`src/rtl/mc_if.sv`:
```
// mc_if: control/datapath bundle for multicycle_control (master = controller, slave = datapath)
// opcode/mem_ready flow into the controller; strobes, state and instret flow out.
interface mc_if #(
  parameter int ALUOP_W = 6,
  parameter int CNT_W = 32
);
  logic [5:0] opcode;
  logic mem_ready;
  logic pc_write;
  logic pc_write_cond;
  logic branch_ne;
  logic iord;
  logic mem_read;
  logic mem_write;
  logic [1:0] mem_size;
  logic ir_write;
  logic [1:0] reg_dst;
  logic [1:0] mem_to_reg;
  logic reg_write;
  logic alu_src_a;
  logic [1:0] alu_src_b;
  logic [ALUOP_W-1:0] alu_op;
  logic [1:0] pc_src;
  logic [3:0] state;
  logic [CNT_W-1:0] instret;
  logic trap;
  modport master (
    input opcode, mem_ready,
    output pc_write, pc_write_cond, branch_ne, iord, mem_read, mem_write, mem_size,
    ir_write, reg_dst, mem_to_reg, reg_write, alu_src_a, alu_src_b, alu_op, pc_src,
    state, instret, trap
  );
  modport slave (
    output opcode, mem_ready,
    input pc_write, pc_write_cond, branch_ne, iord, mem_read, mem_write, mem_size,
    ir_write, reg_dst, mem_to_reg, reg_write, alu_src_a, alu_src_b, alu_op, pc_src,
    state, instret, trap
  );
endinterface

```
`src/rtl/multicycle_control.sv`:
```
// multicycle_control: multi-cycle MIPS control FSM with memory-ready stalls and retired count
// Ports: clk, reset (sync, active-high), bus (mc_if.master: opcode/mem_ready in, datapath strobes,
// state, instret, trap out). Define MC_CTRL_TRAP_EN to enable the TRAP state for undefined
// opcodes and memory-wait timeouts; without it unknown opcodes retire as NOPs and waits never end.
module multicycle_control #(
  parameter int ALUOP_W = 6,
  parameter int TIMEOUT_W = 4,
  parameter int CNT_W = 32
) (
  input logic clk,
  input logic reset,
  mc_if.master bus
);
  localparam logic [3:0] FETCH = 4'd0, DECODE = 4'd1, MEM_ADDR = 4'd2, MEM_RD = 4'd3,
    MEM_WB = 4'd4, MEM_WR = 4'd5, EXEC_R = 4'd6, WB_R = 4'd7, EXEC_I = 4'd8, WB_I = 4'd9,
    BRANCH = 4'd10, JUMP = 4'd11, TRAP = 4'd12;
`ifdef MC_CTRL_TRAP_EN
  localparam bit TRAP_EN = 1'b1;
`else
  localparam bit TRAP_EN = 1'b0;
`endif
  logic [3:0] st, nx;
  logic [TIMEOUT_W-1:0] wcnt;
  logic [CNT_W-1:0] cnt;
  logic [5:0] op;
  logic rdy, waiting, timeout, retire, is_r, is_i, is_ld, is_st, is_br, is_j, jal;
  assign op = bus.opcode;
  assign rdy = bus.mem_ready;
  assign is_r = op == 6'b000000;
  assign is_i = op inside {6'b001000, 6'b001100, 6'b001101, 6'b001010, 6'b011111, 6'b001111};
  assign is_ld = op inside {6'b100011, 6'b100000, 6'b100001};
  assign is_st = op inside {6'b101011, 6'b101000, 6'b101001};
  assign is_br = op inside {6'b000100, 6'b000101, 6'b000001};
  assign is_j = op inside {6'b000010, 6'b000011};
  assign jal = op == 6'b000011;
  assign waiting = (st == FETCH || st == MEM_RD || st == MEM_WR) && !rdy;
  assign timeout = TRAP_EN && waiting && &wcnt;
  // Every path back to FETCH retires an instruction, except the trap vector path.
  assign retire = nx == FETCH && st != FETCH && st != TRAP;
  always_comb begin
    nx = st;
    case (st)
      FETCH: nx = timeout ? TRAP : rdy ? DECODE : FETCH;
      DECODE: nx = is_r ? EXEC_R : is_i ? EXEC_I : (is_ld || is_st) ? MEM_ADDR :
        is_br ? BRANCH : is_j ? JUMP : TRAP_EN ? TRAP : FETCH;
      MEM_ADDR: nx = is_ld ? MEM_RD : MEM_WR;
      MEM_RD: nx = timeout ? TRAP : rdy ? MEM_WB : MEM_RD;
      MEM_WR: nx = timeout ? TRAP : rdy ? FETCH : MEM_WR;
      EXEC_R: nx = WB_R;
      EXEC_I: nx = WB_I;
      default: nx = FETCH;
    endcase
  end
  always_ff @(posedge clk) begin
    if (reset) begin
      st <= FETCH;
      wcnt <= '0;
      cnt <= '0;
    end else begin
      st <= nx;
      wcnt <= nx != st ? '0 : (waiting && !(&wcnt)) ? wcnt + 1'b1 : wcnt;
      cnt <= cnt + CNT_W'(retire);
    end
  end
  // Strobes are decoded from the current state and forced low while reset is asserted,
  // which also drops any memory request in flight.
  always_comb begin
    bus.pc_write = 1'b0;
    bus.pc_write_cond = 1'b0;
    bus.branch_ne = 1'b0;
    bus.iord = 1'b0;
    bus.mem_read = 1'b0;
    bus.mem_write = 1'b0;
    bus.mem_size = 2'b00;
    bus.ir_write = 1'b0;
    bus.reg_dst = 2'd0;
    bus.mem_to_reg = 2'd0;
    bus.reg_write = 1'b0;
    bus.alu_src_a = 1'b0;
    bus.alu_src_b = 2'd0;
    bus.alu_op = '0;
    bus.pc_src = 2'd0;
    bus.trap = 1'b0;
    if (!reset)
      case (st)
        FETCH: begin
          bus.mem_read = 1'b1;
          bus.alu_src_b = 2'd1;
          bus.pc_write = rdy;
          bus.ir_write = rdy;
        end
        DECODE: bus.alu_src_b = 2'd3;
        MEM_ADDR: begin
          bus.alu_src_a = 1'b1;
          bus.alu_src_b = 2'd2;
        end
        MEM_RD, MEM_WR: begin
          bus.iord = 1'b1;
          bus.mem_read = st == MEM_RD;
          bus.mem_write = st == MEM_WR;
          bus.mem_size = op[1] ? 2'b00 : op[0] ? 2'b01 : 2'b10;
        end
        MEM_WB: begin
          bus.reg_write = 1'b1;
          bus.mem_to_reg = 2'd1;
        end
        EXEC_R: begin
          bus.alu_src_a = 1'b1;
          bus.alu_op = ALUOP_W'(6'b000010);
        end
        WB_R: begin
          bus.reg_write = 1'b1;
          bus.reg_dst = 2'd1;
        end
        EXEC_I: begin
          bus.alu_src_a = 1'b1;
          bus.alu_src_b = 2'd2;
          bus.alu_op = ALUOP_W'(op);
        end
        WB_I: bus.reg_write = 1'b1;
        BRANCH: begin
          bus.alu_src_a = 1'b1;
          bus.pc_write_cond = 1'b1;
          bus.pc_src = 2'd1;
          bus.branch_ne = op == 6'b000101;
          bus.alu_op = ALUOP_W'(op == 6'b000101 ? 6'b000101 : op == 6'b000001 ? 6'b111111 : 6'b000001);
        end
        JUMP: begin
          bus.pc_write = 1'b1;
          bus.pc_src = 2'd2;
          bus.reg_write = jal;
          bus.reg_dst = jal ? 2'd2 : 2'd0;
          bus.mem_to_reg = jal ? 2'd2 : 2'd0;
        end
        TRAP: begin
          bus.trap = TRAP_EN;
          bus.pc_write = 1'b1;
          bus.pc_src = 2'd3;
        end
        default: ;
      endcase
    bus.state = reset ? 4'd0 : st;
    bus.instret = reset ? '0 : cnt;
  end
endmodule

```
`src/flat_wrapper.sv`:
```
// flat-port wrapper written by rule: the top's interface ports become plain ports
module multicycle_control_flat 
#(
  parameter int ALUOP_W = 6,
  parameter int TIMEOUT_W = 4,
  parameter int CNT_W = 32
)
  (clk, reset, bus_opcode, bus_mem_ready, bus_pc_write, bus_pc_write_cond, bus_branch_ne, bus_iord, bus_mem_read, bus_mem_write, bus_mem_size, bus_ir_write, bus_reg_dst, bus_mem_to_reg, bus_reg_write, bus_alu_src_a, bus_alu_src_b, bus_alu_op, bus_pc_src, bus_state, bus_instret, bus_trap);
  mc_if #(.ALUOP_W(ALUOP_W), .CNT_W(CNT_W)) bus_i ();
  input logic clk;
  input logic reset;
  input wire logic [$bits(bus_i.opcode)-1:0] bus_opcode;
  input wire logic [$bits(bus_i.mem_ready)-1:0] bus_mem_ready;
  output wire logic [$bits(bus_i.pc_write)-1:0] bus_pc_write;
  output wire logic [$bits(bus_i.pc_write_cond)-1:0] bus_pc_write_cond;
  output wire logic [$bits(bus_i.branch_ne)-1:0] bus_branch_ne;
  output wire logic [$bits(bus_i.iord)-1:0] bus_iord;
  output wire logic [$bits(bus_i.mem_read)-1:0] bus_mem_read;
  output wire logic [$bits(bus_i.mem_write)-1:0] bus_mem_write;
  output wire logic [$bits(bus_i.mem_size)-1:0] bus_mem_size;
  output wire logic [$bits(bus_i.ir_write)-1:0] bus_ir_write;
  output wire logic [$bits(bus_i.reg_dst)-1:0] bus_reg_dst;
  output wire logic [$bits(bus_i.mem_to_reg)-1:0] bus_mem_to_reg;
  output wire logic [$bits(bus_i.reg_write)-1:0] bus_reg_write;
  output wire logic [$bits(bus_i.alu_src_a)-1:0] bus_alu_src_a;
  output wire logic [$bits(bus_i.alu_src_b)-1:0] bus_alu_src_b;
  output wire logic [$bits(bus_i.alu_op)-1:0] bus_alu_op;
  output wire logic [$bits(bus_i.pc_src)-1:0] bus_pc_src;
  output wire logic [$bits(bus_i.state)-1:0] bus_state;
  output wire logic [$bits(bus_i.instret)-1:0] bus_instret;
  output wire logic [$bits(bus_i.trap)-1:0] bus_trap;
  assign bus_i.opcode = bus_opcode;
  assign bus_i.mem_ready = bus_mem_ready;
  assign bus_pc_write = bus_i.pc_write;
  assign bus_pc_write_cond = bus_i.pc_write_cond;
  assign bus_branch_ne = bus_i.branch_ne;
  assign bus_iord = bus_i.iord;
  assign bus_mem_read = bus_i.mem_read;
  assign bus_mem_write = bus_i.mem_write;
  assign bus_mem_size = bus_i.mem_size;
  assign bus_ir_write = bus_i.ir_write;
  assign bus_reg_dst = bus_i.reg_dst;
  assign bus_mem_to_reg = bus_i.mem_to_reg;
  assign bus_reg_write = bus_i.reg_write;
  assign bus_alu_src_a = bus_i.alu_src_a;
  assign bus_alu_src_b = bus_i.alu_src_b;
  assign bus_alu_op = bus_i.alu_op;
  assign bus_pc_src = bus_i.pc_src;
  assign bus_state = bus_i.state;
  assign bus_instret = bus_i.instret;
  assign bus_trap = bus_i.trap;
  multicycle_control #(.ALUOP_W(ALUOP_W), .TIMEOUT_W(TIMEOUT_W), .CNT_W(CNT_W)) u_core (.clk(clk), .reset(reset), .bus(bus_i));
endmodule
```
`config.mk`:
```
export PLATFORM = sky130hd
export DESIGN_NAME = multicycle_control_flat
export DESIGN_NICKNAME = d
export VERILOG_FILES = /design/src/rtl/mc_if.sv /design/src/rtl/multicycle_control.sv /design/src/flat_wrapper.sv
export SDC_FILE = /design/constraint.sdc
export NUM_CORES = 1
export LEC_CHECK = 0
export ABC_AREA = 1
export CAP_MARGIN = 20
export CORE_MARGIN = 8
export CORE_UTILIZATION = 54
export CTS_BUF_LIST = sky130_fd_sc_hd__clkbuf_8
export DETAILED_ROUTE_END_ITERATION = 8
export MAX_ROUTING_LAYER = met4
export PLACE_DENSITY = 0.88
export REMOVE_ABC_BUFFERS = 1
export SLEW_MARGIN = 20
export SYNTH_ARGS = -nofsm -noshare
export SYNTH_HDL_FRONTEND = slang
export SYNTH_SLANG_ARGS = --single-unit
```
`constraint.sdc`:
```
create_clock -name clk -period 6 [get_ports clk]
set_clock_uncertainty 0.1 [all_clocks]
set_input_delay 0.6 -clock clk [delete_from_list [all_inputs] [get_ports clk]]
set_output_delay 0.6 -clock clk [all_outputs]
set_load 0.01 [all_outputs]
```
==> results of run 1 <==
[layout by cell type, fill, tap and decap left out, types with 2 or more instances in the layout]
master / netlist / routed
nand2_4: 2 / 2
nor3_1: 10 / 10
a31oi_1: 2 / 2
nor3_2: 7 / 7
clkdlybuf4s50_1: 0 / 68
nand3_2: 2 / 2
nand2_2: 7 / 7
clkbuf_8: 0 / 5
dfxtp_1: 36 / 36
clkinv_2: 0 / 2
nor2_4: 3 / 3
nand3_1: 36 / 36
nand2_1: 89 / 89
nand4_1: 3 / 3
o21ai_0: 14 / 14
nand3b_1: 2 / 2
a21oi_1: 37 / 37
inv_2: 9 / 9
o21ai_1: 4 / 4
xor2_1: 3 / 3
ha_1: 2 / 2
nor2_2: 12 / 12
nor2_1: 94 / 94
inv_1: 66 / 66
[worst min-delay path, cell delays in order, from the launching register on]
cell and delay (ns):
dfxtp_1 0.32, nand2_1 0.06, a21oi_1 0.05
[sequential cells by signal, summed over array words and instances (netlist names)]
register	flops
u_core.cnt	32
u_core.st	4
[logic make-up (layout without fill, tap and decap cells)]
group           after synthesis  in the layout  synth area share
simple gates                270            270             0.470
buf+inv                      86            153             0.126
other cells                   1              1           0.00141
fa+ha+maj                     2              2           0.00943
flops                        36             36             0.272
xor+xnor                      3              3           0.00991
compound gates               58             58             0.111
[worst min path at each step]
stage / start / end / slack, ns / depth (start not counted)
after CTS: u_core.cnt[31] / u_core.cnt[31] / 0.37 / 2
after detailed placement: u_core.cnt[31] / u_core.cnt[31] / 0.36 / 2
after global placement: u_core.cnt[31] / u_core.cnt[31] / 0.35 / 2
final: u_core.cnt[31] / u_core.cnt[31] / 0.37 / 2
after global routing: u_core.cnt[31] / u_core.cnt[31] / 0.39 / 2
after floorplan: u_core.cnt[31] / u_core.cnt[31] / 0.33 / 2
[metrics by stage]
step	utilization	hold slack, ns
6_report	0.734	0.366
5_1_grt	0.734	0.390
4_1_cts	0.734	0.370
3_5_place_dp	0.715	0.358
3_3_place_gp	0.715	0.349
2_1_floorplan	-	0.333
[final cells by class]
cell class | instances | area (um2)
Multi-Input combinational cell | 334 | 1600
Fill cell | 407 | 1260
Sequential cell | 36 | 721
Timing Repair Buffer | 70 | 693
Inverter | 75 | 282
Tap cell | 67 | 83.8
Clock buffer | 5 | 68.8
Clock inverter | 3 | 18.8
[metal layers]
layer | share of wire | GRT usage | routed length [um] | vias to the layer above
met5 | 0 | - | 0 | -
met4 | 0.022 | 0.0780 | 165 | 0
met3 | 0.065 | 0.0449 | 496 | 17
met2 | 0.49 | 0.368 | 3720 | 116
met1 | 0.42 | 0.227 | 3230 | 1374
li1 | - | - | - | 1560
[power by group]
group          internal [mW]  switching, mW  total (mW)  leakage [nW]
clock                 0.0809         0.0879       0.169        0.0479
sequential             0.241        0.00194       0.243         0.290
combinational         0.0227         0.0390      0.0617         0.897
==> flow_summary.ini, run 1 <==
[sta]
fin_tns_setup_ns = 0
fin_crit_ns = 3.29
finalHoldViolCount = 0
setup_viol = 0
tightest_slew_ns = 0.549
rsz0062_at_grt = no
fmax_ghz = 0.304
drv_slew = 0
period_share = 0.548
setup_slack_ns = 2.71
slew_headroom = 0.634

[clock_tree]
cts_hold_buffers = 0
clk_latency_ns = 0.28
h-tree-depth = 2
cts_buffers = 5
cts.repair.resized = 0
clkTransAtPathRegs_ns = 0.08
cts_setup_buffers = 0
clkSinkCount = 36
cts_tree = yes
clock_path_buffers = 2
cts-root-buf = clkbuf_8

[floorplanning]
die_x_um = 86.1
io_pins = 71
placementRows = 25
die_area_um2 = 7410
die_h_um = 86.1
core_area_um2 = 4720
start_util = 0.562

[detailed_routing]
vias_per_cell = 5.20
ant_nets = 0
drc_errors = 0
vias = 3067
drt-initial-drc-count = 176
wl_per_cell_um = 12.9
wl_um = 7620
detail_route.first_pass.iterations = 5

[synth]
ys_ff_latch = 36
synth-edff-count = 0
ys_types = 29
synth-seq-area-share = 0.272
synth_area_leaders = dfxtp_1, nor2_1, nand2_1
synth.largest_area_cell = dfxtp_1
synthFlopType = dfxtp_1
avgSynthCellArea_um2 = 5.82
ys_warn_count = 0
ys_top_cells_by_count = nor2_1, nand2_1, inv_1, a21oi_1
synth_most_common_cell = nor2_1
syn_inst = 456
synth_area_um2 = 2650
async_reset_ff_frac = 0
netlist.area_leader.share = 0.272

[global_route]
first_global_vias = 2862
grt_usage = 0.210
grt_max_degree = 51
grt_antenna_before_repair = 0
gr-total-overflow = 0
grt_pass1_wl_um = 12600

[critical_path]
cp.required_ns = 5.30
path_buf_inv = 2
r2r_end = u_core.cnt[18]
cp.depth = 6
crit_end = bus_reg_write
ff2ff_setup_slack_ns = 3.22
cp_cell_sequence = clkdlybuf4s50_1 -> nor2_1 -> nand3_2 -> nor4_2 -> nand3b_1 -> clkdlybuf4s50_1
crit_top_cell = clkdlybuf4s50_1
crit_path_end_kind = output pin
worst-r2r-cell-count = 19
cp_top_family = buffers and inverters
crit_start = bus_opcode[5]
path_class = input port to output pin
max_stage_delay_ns = 0.54
worstPathArrival_ns = 2.59
slowest_stage = clkdlybuf4s50_1
cp_max_fo = 5
start_kind = input port
reg2reg_from = u_core.st[3]

[pwr]
pwr_density_cell_nw_per_um2 = 137
p_leak_nw = 1.23
p_total_mw = 0.473
ir_drop_mv = 0.0906

[cells_and_area]
fin_cells = 590
syn_to_final_growth_pct = 30.6
final_nets = 533
antenna_cells = 0
final_area_um2 = 3460
drive_above_1_share = 0.103

[min_path]
hold_class = flop to flop

[placement]
gp_congestion = 0.936
dpl_cell_area_um2 = 3380
port-buffer-count = 69
placed_cells = 582
dpl.hpwl_um = 6030
place_ws_ns = 2.54

[outcome]
status = finished, final reports clean

[run]
maxCapViolations = 0
(Power assumes the default switching activity.)
==> inputs of run 2 (changes only) <==
CORE_UTILIZATION = 50   (was 54)
PLACE_DENSITY = 0.82   (was 0.88)
clock period = 3.2 ns   (was 6 ns; I/O delays follow)
==> run 2 against run 1 <==
Clock power is 100% higher. Utilization is 4.7 points lower. Critical path depth is 14 higher. Sequential power is 87% higher. Global-route usage is 0.32 points higher. Via count is 0.55% higher. Non-clock buffer count is 4 higher. Die area is 6.5% higher. Hold slack worse by 0.017 ns. Total power is 93% higher. Setup slack worse by 2.4 ns.
==> flow_summary.ini, run 2 (same netlist as run 1, synthesis figures left out) <==
[sta]
finalHoldViolCount = 0
period_share = 0.892
fin_crit_ns = 2.85
drv_slew = 0
worst_hold_slack_ns = 0.349
setup_slack_ns = 0.346
setup_viol = 0
fin_tns_setup_ns = 0
rsz0062_at_grt = no
fmax_ghz = 0.350

[detailed_routing]
vias = 3084
drt-initial-drc-count = 162
ant_nets = 0
detail_route.first_pass.iterations = 6
drc_errors = 0
wl_per_cell_um = 13.0
wl_um = 7770
vias_per_cell = 5.17

[pwr]
p_leak_nw = 1.26
pwr_density_cell_nw_per_um2 = 261
ir_drop_mv = 0.162

[critical_path]
ff2ff_setup_slack_ns = 0.48
start_kind = input port
crit_start = bus_opcode[2]
worstPathArrival_ns = 2.95
crit_path_end_kind = flop
reg2reg_from = u_core.st[3]
cp.required_ns = 3.30
worst-r2r-cell-count = 19
slowest_stage = clkdlybuf4s50_1
r2r_end = u_core.cnt[18]
cp_max_fo = 7
max_stage_delay_ns = 0.62
cp_cell_sequence = clkdlybuf4s50_1 -> nor2_4 -> nand3_2 -> inv_1 -> nand2_1 -> nand3_1 -> nor2_1 -> nand3_1 -> nor2_1 -> ha_1 -> ha_1 -> nand2_1 -> nor2_2 -> nand2_2 -> inv_2 -> nand2_2 -> nor3_2 -> nand3_1 -> nand2_1 -> nor2_1
path_class = input port to flop
crit_end = u_core.cnt[18]

[cells_and_area]
fin_cells = 597
top_regs = u_core.cnt x32, u_core.st x4
final_area_um2 = 3500
antenna_cells = 0
syn_to_final_growth_pct = 32.1
largest_reg_flops = 32
final_nets = 537
mostFrequentLayoutCell = nor2_1
drive_above_1_share = 0.108
mostFrequentLayoutCells = nor2_1, nand2_1, clkdlybuf4s50_1, inv_1, a21oi_1
n_fill_cell = 454
regMostFlops = u_core.cnt

[clock_tree]
h-tree-depth = 2
cts_hold_buffers = 0
clkSinkCount = 36
cts-root-buf = clkbuf_8
cts.repair.resized = 0
cts_setup_buffers = 0
clock_path_buffers = 2
cts_tree = yes
clkTransAtPathRegs_ns = 0.08
cts_buffers = 5
clk_latency_ns = 0.29

[floorplanning]
die_area_um2 = 7890
io_pins = 71
die_x_um = 88.8
core_area_um2 = 5110
start_util = 0.519
die_h_um = 88.8
placementRows = 26

[placement]
place_ws_ns = 0.0463
port-buffer-count = 69
placed_cells = 589
gp_congestion = 0.931
dpl_cell_area_um2 = 3410
dpl.hpwl_um = 6330

[global_route]
grt_pass1_wl_um = 13100
first_global_vias = 2989
gr-total-overflow = 0
grt_antenna_before_repair = 0
grt_max_degree = 40
grt_usage = 0.213

[run]
maxCapViolations = 0

[min_path]
holdCritStartpoint = reset
hold_class = input port to flop

[outcome]
status = finished, final reports clean
## run 2: cell types whose count changed in the layout (fill, tap and decap cells not counted), sizes merged
| cell | before | now |
|---|---|---|
| clkinv | 3 | 0 |
| clkbuf | 5 | 6 |
| inv | 75 | 76 |
| clkinvlp | 0 | 1 |
| buf | 2 | 6 |
## run 2: cell type report
class                           count  area, um2  area share
Sequential cell                    36        721       0.206
Timing Repair Buffer               74        723       0.206
Multi-Input combinational cell    334       1600       0.456
Inverter                           75        282      0.0803
Clock inverter                      2       11.3     0.00321
Tap cell                           70       87.6      0.0250
Clock buffer                        6       82.6      0.0236
## run 2: worst min-delay path by stage
stage,endpoint,slack [ns],depth (start not counted)
detailed placement,u_core.cnt[31],0.37,2
floorplan,u_core.cnt[12],0.29,1
global route,u_core.cnt[29],0.38,2
global placement,u_core.cnt[31],0.35,2
finish,u_core.cnt[15],0.35,2
CTS,u_core.cnt[15],0.34,2
## run 2: metal layers
metal	global-route usage	part of all wire	wire length [um]	vias to the layer above
met5	-	0	0	-
met1	0.235	0.43	3340	1417
met2	0.366	0.49	3820	92
li1	-	-	-	1566
met3	0.0399	0.061	473	9
met4	0.0891	0.018	136	0
## run 2: power breakdown
group	switching [mW]	total (mW)	leakage [nW]	internal (mW)
clock network	0.168	0.340	0.0486	0.172
logic	0.0736	0.118	0.916	0.0449
registers	0.00338	0.455	0.290	0.452
total	0.245	0.914	1.26	0.669
## run 2: worst max-delay path, delay by kind of cell
kind	cells	cell delay [ns]
adder cells (fa/ha/maj)	2	0.40
AND/OR/NAND/NOR	15	1.45
buffers and inverters	3	0.75
## run 2: stage by stage
| stage | util | power [mW] |
|---|---|---|
| floorplan | - | 0.521 |
| global placement | 0.668 | 0.582 |
| detailed placement | 0.668 | 0.584 |
| CTS | 0.686 | 0.919 |
| global route | 0.686 | 0.953 |
| finish | 0.686 | 0.914 |
